[src/rtl/traffic_pkg.sv]
// traffic_pkg: shared encodings for the traffic light safety monitor.
//   - lamp encoding (one-hot red/yellow/green)
//   - monitor FSM state enum
//   - fault code constants, 0 = none, 1..9 in priority order (lowest wins)
//   - small helpers for lamp legality
package traffic_pkg;

  localparam logic [2:0] LIGHT_RED = 3'b100;
  localparam logic [2:0] LIGHT_YEL = 3'b010;
  localparam logic [2:0] LIGHT_GRN = 3'b001;

  typedef enum logic [1:0] {
    MON_INIT  = 2'd0,
    MON_RUN   = 2'd1,
    MON_FAULT = 2'd2
  } mon_state_t;

  localparam logic [3:0] FLT_NONE     = 4'd0;
  localparam logic [3:0] FLT_NS_ENC   = 4'd1;
  localparam logic [3:0] FLT_EW_ENC   = 4'd2;
  localparam logic [3:0] FLT_CONFLICT = 4'd3;
  localparam logic [3:0] FLT_PED      = 4'd4;
  localparam logic [3:0] FLT_NS_SEQ   = 4'd5;
  localparam logic [3:0] FLT_EW_SEQ   = 4'd6;
  localparam logic [3:0] FLT_NS_YEL   = 4'd7;
  localparam logic [3:0] FLT_EW_YEL   = 4'd8;
  localparam logic [3:0] FLT_GREEN_TO = 4'd9;

  function automatic logic is_onehot3(input logic [2:0] l);
    return (l == LIGHT_RED) || (l == LIGHT_YEL) || (l == LIGHT_GRN);
  endfunction

  // red -> green -> yellow -> red, holding the same lamp is always legal
  function automatic logic legal_step(input logic [2:0] prev, input logic [2:0] cur);
    return (cur == prev) ||
           ((prev == LIGHT_RED) && (cur == LIGHT_GRN)) ||
           ((prev == LIGHT_GRN) && (cur == LIGHT_YEL)) ||
           ((prev == LIGHT_YEL) && (cur == LIGHT_RED));
  endfunction

endpackage

[src/rtl/traffic_conflict_monitor_light_seq_checker.sv]
// light_seq_checker: per-direction lamp sequence checker.
//   Tracks the previous lamp state and the consecutive yellow/green run
//   lengths, and flags encoding, transition, short-yellow and green-timeout
//   problems for the current registered sample.
// Ports:
//   clk        system clock
//   clr        synchronous clear: previous lamp -> red, counters -> 0
//   en         a valid sample is present this cycle
//   light      registered lamp sample (one-hot r/y/g)
//   enc_err    sample is not one-hot
//   trans_err  prev -> light is not an allowed step
//   short_yel  yellow -> red after fewer than MIN_YELLOW yellow samples
//   green_to   this sample completes MAX_GREEN consecutive greens
module light_seq_checker
  import traffic_pkg::*;
#(
  parameter int MIN_YELLOW = 3,
  parameter int MAX_GREEN  = 64
) (
  input  logic       clk,
  input  logic       clr,
  input  logic       en,
  input  logic [2:0] light,
  output logic       enc_err,
  output logic       trans_err,
  output logic       short_yel,
  output logic       green_to
);

  localparam int CW = $clog2(MAX_GREEN + 1);
  localparam logic [CW-1:0] CNT_MAX = '1;
  localparam logic [CW-1:0] CNT_ONE = CW'(1);
  localparam logic [CW-1:0] MIN_Y   = CW'(MIN_YELLOW);
  localparam logic [CW:0]   MAX_G   = (CW+1)'(MAX_GREEN);

  logic [2:0]    prev;
  logic [CW-1:0] yel_cnt;   // yellow samples ending at prev
  logic [CW-1:0] grn_cnt;   // green samples ending at prev
  logic [CW:0]   grn_run;   // green run length including this sample

  always_comb begin
    grn_run   = (prev == LIGHT_GRN) ? ({1'b0, grn_cnt} + (CW+1)'(1)) : (CW+1)'(1);
    enc_err   = !is_onehot3(light);
    // only judge steps between two well-formed lamps; encoding has its own code
    trans_err = is_onehot3(light) && is_onehot3(prev) && !legal_step(prev, light);
    short_yel = (prev == LIGHT_YEL) && (light == LIGHT_RED) && (yel_cnt < MIN_Y);
    green_to  = (light == LIGHT_GRN) && (grn_run >= MAX_G);
  end

  always_ff @(posedge clk) begin
    if (clr) begin
      prev    <= LIGHT_RED;
      yel_cnt <= '0;
      grn_cnt <= '0;
    end else if (en) begin
      prev <= light;
      if (light == LIGHT_YEL)
        yel_cnt <= (prev != LIGHT_YEL) ? CNT_ONE :
                   (yel_cnt == CNT_MAX) ? yel_cnt : yel_cnt + CNT_ONE;
      else
        yel_cnt <= '0;
      if (light == LIGHT_GRN)
        grn_cnt <= (prev != LIGHT_GRN) ? CNT_ONE :
                   (grn_cnt == CNT_MAX) ? grn_cnt : grn_cnt + CNT_ONE;
      else
        grn_cnt <= '0;
    end
  end

endmodule

[src/rtl/traffic_conflict_monitor.sv]
// traffic_conflict_monitor: independent safety monitor on the lamp outputs
// of the traffic light controller. Samples both directions and the WALK
// signal every cycle, latches the first fault (lowest code on ties) and
// requests flashing red. Purely observational.
//
// Optional build macro TRAFFIC_MON_FAULT_COUNT_EN adds fault_count[7:0],
// a saturating count of sample cycles with any active violation (cleared
// only by reset).
//
// Ports:
//   clk         system clock
//   reset       synchronous, active-high reset
//   ns_light    NS lamps, one-hot {red,yellow,green}
//   ew_light    EW lamps, same encoding
//   ped_signal  pedestrian WALK
//   fault_clr   single-cycle request to clear a latched fault
//   fault       sticky fault flag
//   fault_code  first fault code, frozen while fault=1
//   flash_red   fail-safe flashing-red drive
//   mon_active  high while sequence checks are armed (MON_RUN)
//   fault_count (macro only) saturating violation-cycle count
//
// Latency: a sample applied before edge N is registered at N and judged at
// N+1, so faults show two cycles after the offending input. fault_clr is
// registered alongside the lamps so a clear is judged against the same
// sample it arrived with.
module traffic_conflict_monitor
  import traffic_pkg::*;
#(
  parameter int MIN_YELLOW = 3,
  parameter int MAX_GREEN  = 64,
  parameter int FLASH_HALF = 8
) (
  input  logic       clk,
  input  logic       reset,
  input  logic [2:0] ns_light,
  input  logic [2:0] ew_light,
  input  logic       ped_signal,
  input  logic       fault_clr,
  output logic       fault,
  output logic [3:0] fault_code,
  output logic       flash_red,
`ifdef TRAFFIC_MON_FAULT_COUNT_EN
  output logic [7:0] fault_count,
`endif
  output logic       mon_active
);

  localparam int NS = 0;
  localparam int EW = 1;
  localparam int FW = $clog2(FLASH_HALF + 1);
  localparam logic [FW-1:0] FLASH_LAST = FW'(FLASH_HALF - 1);

  // input sample stage
  logic [1:0][2:0] lamp_r;
  logic            ped_r;
  logic            clr_r;
  logic            samp_vld;   // low for the first cycle after reset

  always_ff @(posedge clk) begin
    if (reset) begin
      lamp_r   <= {LIGHT_RED, LIGHT_RED};
      ped_r    <= 1'b0;
      clr_r    <= 1'b0;
      samp_vld <= 1'b0;
    end else begin
      lamp_r   <= {ew_light, ns_light};
      ped_r    <= ped_signal;
      clr_r    <= fault_clr;
      samp_vld <= 1'b1;
    end
  end

  // per-direction sequence checkers
  logic [1:0] enc_err, trans_err, short_yel, green_to;
  logic       chk_clr;
  logic       clear_go;

  assign chk_clr = reset || clear_go;

  for (genvar d = 0; d < 2; d++) begin : g_dir
    light_seq_checker #(
      .MIN_YELLOW (MIN_YELLOW),
      .MAX_GREEN  (MAX_GREEN)
    ) u_chk (
      .clk       (clk),
      .clr       (chk_clr),
      .en        (samp_vld),
      .light     (lamp_r[d]),
      .enc_err   (enc_err[d]),
      .trans_err (trans_err[d]),
      .short_yel (short_yel[d]),
      .green_to  (green_to[d])
    );
  end

  // priority encoding
  mon_state_t state;
  logic [3:0] aa_code;    // always-armed checks
  logic [3:0] seq_code;   // sequence checks, armed only in RUN
  logic [3:0] cur_code;
  logic       viol;

  always_comb begin
    aa_code = FLT_NONE;
    if (enc_err[NS])
      aa_code = FLT_NS_ENC;
    else if (enc_err[EW])
      aa_code = FLT_EW_ENC;
    else if ((lamp_r[NS] != LIGHT_RED) && (lamp_r[EW] != LIGHT_RED))
      aa_code = FLT_CONFLICT;
    else if (ped_r && ((lamp_r[NS] != LIGHT_RED) || (lamp_r[EW] != LIGHT_RED)))
      aa_code = FLT_PED;

    seq_code = FLT_NONE;
    if (trans_err[NS])
      seq_code = FLT_NS_SEQ;
    else if (trans_err[EW])
      seq_code = FLT_EW_SEQ;
    else if (short_yel[NS])
      seq_code = FLT_NS_YEL;
    else if (short_yel[EW])
      seq_code = FLT_EW_YEL;
    else if (|green_to)
      seq_code = FLT_GREEN_TO;

    // in INIT and FAULT only the always-armed checks count as violations
    cur_code = (aa_code != FLT_NONE)  ? aa_code  :
               (state == MON_RUN)     ? seq_code : FLT_NONE;
    viol     = samp_vld && (cur_code != FLT_NONE);
    // a clear that coincides with a violating sample is refused
    clear_go = samp_vld && (state == MON_FAULT) && clr_r && !viol;
  end

  // monitor FSM with registered outputs
  logic [FW-1:0] flash_cnt;

  always_ff @(posedge clk) begin
    if (reset) begin
      state      <= MON_INIT;
      fault      <= 1'b0;
      fault_code <= FLT_NONE;
      flash_red  <= 1'b0;
      mon_active <= 1'b0;
      flash_cnt  <= '0;
    end else if (samp_vld) begin
      case (state)
        MON_INIT, MON_RUN: begin
          if (viol) begin
            state      <= MON_FAULT;
            fault      <= 1'b1;
            fault_code <= cur_code;
            flash_red  <= 1'b1;
            mon_active <= 1'b0;
            flash_cnt  <= '0;
          end else if ((state == MON_INIT) &&
                       (lamp_r[NS] == LIGHT_RED) && (lamp_r[EW] == LIGHT_RED)) begin
            state      <= MON_RUN;
            mon_active <= 1'b1;
          end
        end
        MON_FAULT: begin
          if (clear_go) begin
            state      <= MON_INIT;
            fault      <= 1'b0;
            fault_code <= FLT_NONE;
            flash_red  <= 1'b0;
            flash_cnt  <= '0;
          end else if (flash_cnt == FLASH_LAST) begin
            flash_red <= ~flash_red;
            flash_cnt <= '0;
          end else begin
            flash_cnt <= flash_cnt + FW'(1);
          end
        end
        default: state <= MON_INIT;
      endcase
    end
  end

`ifdef TRAFFIC_MON_FAULT_COUNT_EN
  logic [7:0] fcnt_q;

  always_ff @(posedge clk) begin
    if (reset)
      fcnt_q <= 8'd0;
    else if (viol && (fcnt_q != 8'hFF))
      fcnt_q <= fcnt_q + 8'd1;
  end

  assign fault_count = fcnt_q;
`endif

endmodule

[config.mk]
export PLATFORM = sky130hd
export DESIGN_NAME = traffic_conflict_monitor
export DESIGN_NICKNAME = d
export VERILOG_FILES = /design/src/rtl/traffic_pkg.sv /design/src/rtl/traffic_conflict_monitor_light_seq_checker.sv /design/src/rtl/traffic_conflict_monitor.sv
export SDC_FILE = /design/constraint.sdc
export NUM_CORES = 1
export LEC_CHECK = 0
export CORE_ASPECT_RATIO = 1.75
export CORE_UTILIZATION = 47
export CTS_CLUSTER_DIAMETER = 120
export DETAILED_ROUTE_END_ITERATION = 16
export GPL_TIMING_DRIVEN = 0
export PLACE_DENSITY = 0.61
export RECOVER_POWER = 100
export SYNTH_ARGS = -nofsm -noshare
export SYNTH_HDL_FRONTEND = slang
export SYNTH_HIERARCHICAL = 1
export SYNTH_SLANG_ARGS = --single-unit
[constraint.sdc]
create_clock -name clk -period 3.1 [get_ports clk]
set_input_delay 0.465 -clock clk [delete_from_list [all_inputs] [get_ports clk]]
set_output_delay 0.465 -clock clk [all_outputs]
set_load 0.02 [all_outputs]
==> results.toml, run 1 <==
[status]
status = "complete, no violations"

[drt]
vias_per_cell = 6.10
wl_per_cell_um = 16.0
drtIter0Drc = 101
drtPass1Iterations = 4
via_count = 2832
postRouteAntennaNets = 0
postRouteWirelength_um = 7420
drcViolationCount = 0

[clock_tree]
htreeDepth = 2
cts.sinks = 56
cts_tree = "yes"
cts.path.max_buffers = 2
postCtsSetupBuffers = 0
cts_inserted_buffers = 5
ctsHoldBuffers = 0
clk_pin_slew_ns = 0.10
root_buffer = "clkbuf_8"
clk_latency_ns = 0.33

[pwr]
power_density_nw_per_um2 = 392
p_leak_nw = 1.16
peakVddDrop_mv = 0.307

[finish]
nNetsFinal = 398
syn2layout_area_growth_pct = 11.9
final_common_cell = "dfxtp_1"
fin_util_pct = 55.0
final_cell_mix = "dfxtp_1 (56), a21oi_1 (28), nand2_1 (24)"
finalNonFillerCells = 464
drive_above_1_share_pct = 7.81
diodes = 0

[timing]
finalSetupViolCount = 0
setup_tns_ns = 0
finalHoldViolations = 0
fmax_ghz = 0.351
min_period_ns = 2.85
min_period_over_period_pct = 91.9
fin_skew_ns = 0.0142
rsz0062_at_grt = "no"
slew_violations = 0
worst_slew_pin_slew_ns = 0.839
slew_headroom_pct = 44.0

[grt]
grt_max_degree = 19
grt_usage_pct = 24.1
grt_pass1_wl_um = 13100
grt_pass1_vias = 2845
antenna_found_initial = 0
grt_overflow_total = 0

[critical_path]
cp_slowest_cell = "a41o_1"
critPathMostFrequentCell = "nor2_1"
crit_fanout = 14
crit_path_end_kind = "register"
worst-path-buf-inv = 0
critPathArrivalTime_ns = 3.06
start_kind = "register"
critPathKind = "reg2reg"
cp_top_family = "compound AO/OA/AOI/OAI gates"
r2r_slack_ns = 0.25
critical_path.cell_chain = "or3b_1 -> o21a_1 -> nor2_1 -> a41o_1 -> nor4b_2 -> a21oi_1 -> nor2_1"
worst_path_largest_cell_delay_ns = 0.64
required_ns = 3.31

[synthesis]
synthFlopType = "dfxtp_1"
syn_avg_cell_area_sq_um = 8.56
ys_ff_latch = 56
synth.distinct_cells = 55
synth_top_area_share_pct = 36.4
synth_nets = 375
async_flop_share_pct = 0
yosysWarnings = 6
yosys-top-cells-area = "dfxtp_1 (36%), a21oi_1 (4.7%), nand3_1 (3.6%)"
synth.largest_area_cell = "dfxtp_1"
syn_inst = 360
synth_edf_count = 0
syn_area_sq_um = 3080
ys_seq_area_share_pct = 36.4

[die]
ioPinCount = 17
die_area_sq_um = 6900
core_area_sq_um = 6280
dieHeight_um = 109
initial_utilization_pct = 49.1
num_rows = 38
fp.dieW_um = 63.2

[placement]
port_buffers = 16
gp_congestion = 0.863
dp_hpwl_um = 5680
dp_cells = 456

[hold_path]
hold_class = "reg2reg"

[flow_run]
cap_violations = 0
-- cell families after synthesis --
group | share of synthesized area (%)
adders and majority gates | 2.35
DFF | 36.4
AOI/OAI and AO/OA | 23.3
muxes | 2.27
buffers and inverters | 3.13
xor gates and xnor gates | 0.852
and+or+nand+nor | 31.8
-- cell usage after synthesis, drive strengths merged, types with 3 or more instances --
| cell | instances |
|---|---|
| dfxtp | 56 |
| a21oi | 29 |
| nand2 | 24 |
| nand3 | 22 |
| nor2 | 20 |
| o21ai | 17 |
| inv | 16 |
| nor3 | 12 |
| nor2b | 11 |
| nor3b | 11 |
| nand4 | 10 |
| a211oi | 8 |
| nor4 | 8 |
| or3b | 8 |
| and3 | 7 |
| clkbuf | 7 |
| mux2i | 7 |
| a31oi | 6 |
| nand2b | 6 |
| or3 | 6 |
| a21o | 5 |
| and2 | 5 |
| ha | 5 |
| a221oi | 4 |
| o32ai | 4 |
| a311o | 3 |
| a41o | 3 |
| a41oi | 3 |
| and4 | 3 |
-- state kept, by name (all words and copies together), names as in the netlist, 2 cells and up --
signal / flops
flash_cnt: 4
lamp_r: 6
g_dir.u_chk/prev: 6
g_dir.u_chk/grn_cnt: 14
state: 2
g_dir.u_chk/yel_cnt: 14
fault_code: 4
-- timing repair --
item                                   4_1_cts  5_1_grt
gates resized for setup                      0        3
endpoints found under the hold margin        0        0
setup endpoints to repair                    0       20
-- path summary, 6_finish.rpt --
| kind | startpoint | to | depth (start not counted) |
|---|---|---|---|
| worst max-delay path | lamp_r[3] | g_dir[0].u_chk/grn_cnt[6] | 7 |
| worst min-delay path | fault | fault | 2 |
| worst max register to register | lamp_r[3] | g_dir[0].u_chk/grn_cnt[6] | 7 |
| worst min register to register | fault | fault | 2 |
-- worst reg2reg max path: stages (launching register included) --
cell,delay (ns)
dfxtp_1,0.52
or3b_1,0.49
o21a_1,0.21
nor2_1,0.25
a41o_1,0.65
nor4b_2,0.16
a21oi_1,0.39
nor2_1,0.09
-- through the flow --
stage / setup slack (ns) / power, mW / cell area (sq um) / hold WS (ns)
finish: 0.252 / 1.35 / 3450 / 0.464
global route: 0.0302 / 1.42 / 3450 / 0.492
CTS: 0.105 / 1.37 / 3430 / 0.474
detailed placement: 0.135 / 0.954 / 3340 / 0.459
global placement: 0.102 / 0.954 / 3340 / 0.461
floorplan: 0.633 / 0.894 / 3080 / 0.457
-- per-layer routing --
layer	share of wire, %	routed length [um]	track usage [%]	vias up
met5	0	0	0	-
met3	1.8	137	3.87	14
li1	-	-	-	1434
met2	56	4180	47.8	27
met1	39	2900	23.7	1357
met4	2.8	204	11.0	0
-- cell type report --
| type | count | area, sq um |
|---|---|---|
| fill | 616 | 2830 |
| clock buffer | 5 | 68.8 |
| timing repair buffer | 16 | 160 |
| buffer | 9 | 36.3 |
| sequential | 56 | 1120 |
| multi-input combinational | 279 | 1880 |
| tap | 80 | 100 |
| inverter | 16 | 60.1 |
| clock inverter | 3 | 21.3 |
-- where the power goes --
group	internal (mW)	switching, mW	leakage [nW]
Sequential	0.740	0.0318	0.456
Clock	0.161	0.254	0.0445
Combinational	0.0712	0.0948	0.660
Total	0.972	0.380	1.16
No activity file was read; power rests on OpenSTA's default activity.
==> run 2: changes to the inputs <==
--- a/config.mk
+++ b/config.mk
@@ -12,6 +12,7 @@
 export GPL_TIMING_DRIVEN = 0
 export PLACE_DENSITY = 0.61
 export RECOVER_POWER = 100
+export SETUP_SLACK_MARGIN = 0.15
 export SYNTH_ARGS = -nofsm -noshare
 export SYNTH_HDL_FRONTEND = slang
 export SYNTH_HIERARCHICAL = 1
==> run 2 against run 1 <==
Sequential share of layout area decreased by 0.13 points. Clock skew decreased by 0.0037 ns. Hold slack about the same.
==> results.toml, run 2 (synthesized netlist as in run 1, its figures left out) <==
[drt]
via_count = 2859
postRouteWirelength_um = 7520
drtIter0Drc = 100
vias_per_cell = 6.16
wl_per_cell_um = 16.2
postRouteAntennaNets = 0
drtPass1Iterations = 4
drcViolationCount = 0

[finish]
drive_above_1_share_pct = 8.59
fin_area_sq_um = 3460
finalNonFillerCells = 464
diodes = 0
fin_util_pct = 55.2
final_cell_mix = "dfxtp_1 (56), a21oi_1 (28), nand2_1 (24)"
nNetsFinal = 398
syn2layout_area_growth_pct = 12.3
largest_registers = "g_dir.u_chk/grn_cnt: 14 flops, g_dir.u_chk/yel_cnt: 14 flops"
final_common_cell = "dfxtp_1"

[critical_path]
cp_top_family = "simple AND/OR/NAND/NOR gates"
critical_path.cell_chain = "ha_1 -> and3_1 -> and3_1 -> mux2i_1 -> nor3_1 -> nor3_1 -> or4_4 -> a311o_1 -> a311oi_1"
critPathKind = "reg2reg"
worst-path-buf-inv = 0
worst_path_largest_cell_delay_ns = 0.54
required_ns = 3.35
r2r_slack_ns = 0.34
crit_path_end_kind = "register"
critPathArrivalTime_ns = 3.01
crit_fanout = 5
rr_worst_depth = 9
start_kind = "register"
r2r-end = "state[0]"
cp_slowest_cell = "or4_4"
rr_startpoint = "g_dir[0].u_chk/grn_cnt[0]"

[timing]
min_period_over_period_pct = 89.1
slew_violations = 0
fmax_ghz = 0.362
finalSetupViolCount = 0
rsz0062_at_grt = "no"
slew_headroom_pct = 44.2
whs_ns = 0.464
fin_skew_ns = 0.0105
worst_slew_pin_slew_ns = 0.836
min_period_ns = 2.76
setup_tns_ns = 0
finalHoldViolations = 0
setup_slack_ns = 0.337

[pwr]
power_frac_comb_pct = 12.4
power_frac_clock_pct = 30.7
p_sw_mw = 0.384
intPower_mw = 0.973
power_density_nw_per_um2 = 392
finalPower_mw = 1.36
p_leak_nw = 1.16
seqPwrFrac_pct = 56.9
swShare_pct = 28.3
peakVddDrop_mv = 0.307

[placement]
port_buffers = 16
placed_area_sq_um = 3340
dp_cells = 456
gp_congestion = 0.863
pre_cts_ws_ns = 0.135
dp_hpwl_um = 5680

[die]
initial_utilization_pct = 49.1
num_rows = 38
fp.dieW_um = 63.2
ioPinCount = 17
die_area_sq_um = 6900
core_area_sq_um = 6280
dieHeight_um = 109

[clock_tree]
cts.path.max_buffers = 2
postCtsSetupBuffers = 0
cts.sinks = 56
root_buffer = "clkbuf_8"
clk_latency_ns = 0.33
clk_pin_slew_ns = 0.11
htreeDepth = 2
cts_inserted_buffers = 5
cts_tree = "yes"

[grt]
antenna_found_initial = 0
grt_usage_pct = 24.0
grt_overflow_total = 0
grt_max_degree = 19
grt_pass1_wl_um = 13000
grt_pass1_vias = 2833

[flow_run]
cap_violations = 0

[status]
status = "complete, no violations"

[hold_path]
min_to = "fault"
hp-start = "fault"
hold_class = "reg2reg"
holdPathStages = 2
[run 2: changes by cell type in the layout (fill, tap and decap cells not counted)]
cell / before / now
o32ai_1: 4 / 3
a41o_2: 0 / 1
nor3_1: 12 / 11
nor3_2: 0 / 1
o32ai_2: 0 / 1
a41o_1: 3 / 2
[run 2: repair_timing]
action / CTS / global route
setup endpoints to repair: 10 / 36
endpoints found under the hold margin: 0 / 0
hold buffers: 0 / 0
resized for setup: 3 / 3
[run 2: worst max path at each step]
stage / startpoint / end / cells after the start
2_1_floorplan: g_dir[1].u_chk/grn_cnt[0] / state[0] / 9
3_3_place_gp: g_dir[1].u_chk/grn_cnt[0] / fault_code[0] / 9
3_5_place_dp: g_dir[1].u_chk/grn_cnt[0] / fault_code[0] / 9
4_1_cts: g_dir[1].u_chk/grn_cnt[0] / state[0] / 9
5_1_grt: g_dir[0].u_chk/grn_cnt[0] / state[0] / 9
6_report: g_dir[0].u_chk/grn_cnt[0] / state[0] / 9
[run 2: layout make-up]
class | instances | area [sq um]
Buffer | 9 | 36.3
Clock buffer | 5 | 68.8
Clock inverter | 3 | 21.3
Fill cell | 615 | 2810
Inverter | 16 | 60.1
Multi-Input combinational cell | 279 | 1900
Sequential cell | 56 | 1120
Tap cell | 80 | 100
Timing Repair Buffer | 16 | 160
[run 2: per-layer routing]
metal / track usage, % / wire [um]
met3: 3.87 / 147
met2: 47.7 / 4320
met4: 11.0 / 120
met5: 0 / 0
met1: 23.6 / 2940
[run 2: worst min-delay path: stages (launching register included)]
cell	delay (ns)
dfxtp_1	0.32
nand2_1	0.05
a21oi_1	0.05
[run 2: power groups by stage]
| stage | clock [mW] | sequential (mW) | combinational [mW] |
|---|---|---|---|
| finish | 0.417 | 0.772 | 0.167 |
| global route | 0.460 | 0.777 | 0.187 |
| CTS | 0.435 | 0.772 | 0.169 |
| detailed placement | 0 | 0.788 | 0.166 |
| global placement | 0 | 0.788 | 0.166 |
| floorplan | 0 | 0.785 | 0.109 |
==> run 3: changes to the inputs <==
--- a/config.mk
+++ b/config.mk
@@ -12,6 +12,7 @@
 export GPL_TIMING_DRIVEN = 0
 export PLACE_DENSITY = 0.61
 export RECOVER_POWER = 100
+export REMOVE_ABC_BUFFERS = 1
 export SETUP_SLACK_MARGIN = 0.15
 export SYNTH_ARGS = -nofsm -noshare
 export SYNTH_HDL_FRONTEND = slang
==> run 3 against run 2 <==
Largest cell class unchanged. Wire length decreased by 4.9%. Worst setup slack lost 0.018 ns. Non-clock buffer count shrank 8. Hold slack lost 0.0055 ns. First-iteration DRC count up 55%. Sequential share of layout area is 0.26 points lower. Highest routed layer unchanged. Clock power grew 24%. Largest power group unchanged. Power rose by 7.7%. Sequential power rose by 0.6%. Critical endpoint is now g_dir[1].u_chk/grn_cnt[6].
==> results.toml, run 3 (synthesized netlist as in run 1, its figures left out) <==
[status]
status = "complete, no violations"

[timing]
fmax_ghz = 0.360
min_period_ns = 2.78
worst_slew_pin_slew_ns = 0.693
rsz0062_at_grt = "no"
finalHoldViolations = 0
slew_headroom_pct = 53.8
finalSetupViolCount = 0
fin_skew_ns = 0.00717
min_period_over_period_pct = 89.7
slew_violations = 0
whs_ns = 0.458
setup_slack_ns = 0.319

[drt]
via_count = 2791
wl_per_cell_um = 15.7
drcViolationCount = 0
postRouteWirelength_um = 7160
drtPass1Iterations = 4
vias_per_cell = 6.11
postRouteAntennaNets = 0
drtIter0Drc = 155

[die]
num_rows = 38
fp.dieW_um = 63.2
core_area_sq_um = 6280
ioPinCount = 17
initial_utilization_pct = 49.1
dieHeight_um = 109
die_area_sq_um = 6900

[finish]
final_common_cell = "dfxtp_1"
largest_registers = "g_dir.u_chk/grn_cnt: 14 flops, g_dir.u_chk/yel_cnt: 14 flops"
syn2layout_area_growth_pct = 13.5
fillers = 601
drive_above_1_share_pct = 8.49
finalNonFillerCells = 457
nNetsFinal = 391
final_cell_mix = "dfxtp_1 (54), a21oi_1 (28), nand2_1 (24)"
diodes = 0

[critical_path]
critPathArrivalTime_ns = 2.98
start_kind = "register"
crit_fanout = 16
worst_path_largest_cell_delay_ns = 0.51
critPathKind = "reg2reg"
critPathMostFrequentCell = "nor2_1"
critical_path.cell_chain = "or3b_1 -> o21a_1 -> nor2_1 -> a41o_4 -> nor4b_1 -> a21oi_1 -> nor2_1"
required_ns = 3.29
crit_path_end_kind = "register"
cp_slowest_cell = "dfxtp_1"

[clock_tree]
htreeDepth = 2
clk_pin_slew_ns = 0.09
cts_inserted_buffers = 5
cts.sinks = 56
cts.path.max_buffers = 2
root_buffer = "clkbuf_8"
cts_tree = "yes"
clk_latency_ns = 0.31

[placement]
port_buffers = 16
gp_congestion = 0.872
dp_hpwl_um = 4960
dp_cells = 448
pre_cts_ws_ns = -0.317

[pwr]
peakVddDrop_mv = 0.267
p_leak_nw = 1.18
power_density_nw_per_um2 = 417

[grt]
grt_max_degree = 33
grt_usage_pct = 21.5
grt_overflow_total = 0
grt_pass1_vias = 2660
grt_pass1_wl_um = 11900
antenna_found_initial = 0

[hold_path]
hold_class = "reg2reg"

[flow_run]
cap_violations = 0
==> run 3: worst paths after layout <==
check             from                         to  slack, ns  cells after the start
max          lamp_r[0]  g_dir[1].u_chk/grn_cnt[6]       0.32                      7
min              fault                      fault       0.46                      2
max reg2reg  lamp_r[0]  g_dir[1].u_chk/grn_cnt[6]       0.32                      7
min reg2reg      fault                      fault       0.46                      2
==> run 3: critical path: cells and delay by family, from the launching register on <==
family / cells / cell delay (ns)
flip-flops: 1 / 0.51
AO/OA/AOI/OAI: 3 / 1.07
AND/OR/NAND/NOR: 4 / 1.08
==> run 3: area by class of cell <==
type                            count  area, sq um  share of cell area, %
Multi-Input combinational cell    280         1900                   54.3
Sequential cell                    56         1120                   32.1
Timing Repair Buffer               17          188                   5.36
Tap cell                           80          100                   2.86
Clock buffer                        7         96.3                   2.75
Inverter                           16         60.1                   1.72
Clock inverter                      1         30.0                  0.858
==> run 3: what timing repair did <==
action,in CTS,in global routing
gates resized for setup,4,4
gates cloned,0,1
endpoints found under the setup margin,22,13
pin swaps,0,1
hold buffers,0,0
setup buffers,0,0
==> run 3: metal layers <==
metal	wire length [um]	track usage (%)
met1	3030	22.5
met3	108	3.24
met5	0	0
met4	111	7.63
met2	3910	42.2
==> run 3: where the power goes <==
group / total, mW / leakage (nW) / internal, mW / switching [mW]
logic: 0.165 / 0.664 / 0.0731 / 0.0917
registers: 0.777 / 0.456 / 0.740 / 0.0372
clock network: 0.518 / 0.0645 / 0.285 / 0.233
total: 1.46 / 1.18 / 1.10 / 0.362
==> run 3: through the flow <==
stage                     util (%)  cell area (sq um)  TNS, ns  power, mW
after global routing          55.8               3500        0       1.53
after global placement        52.7               3310   -23.33      0.947
after CTS                     55.4               3480        0       1.47
after floorplan                  -               3050        0      0.891
after detailed placement      53.1               3340    -3.31      0.952
final                         55.8               3500        0       1.46
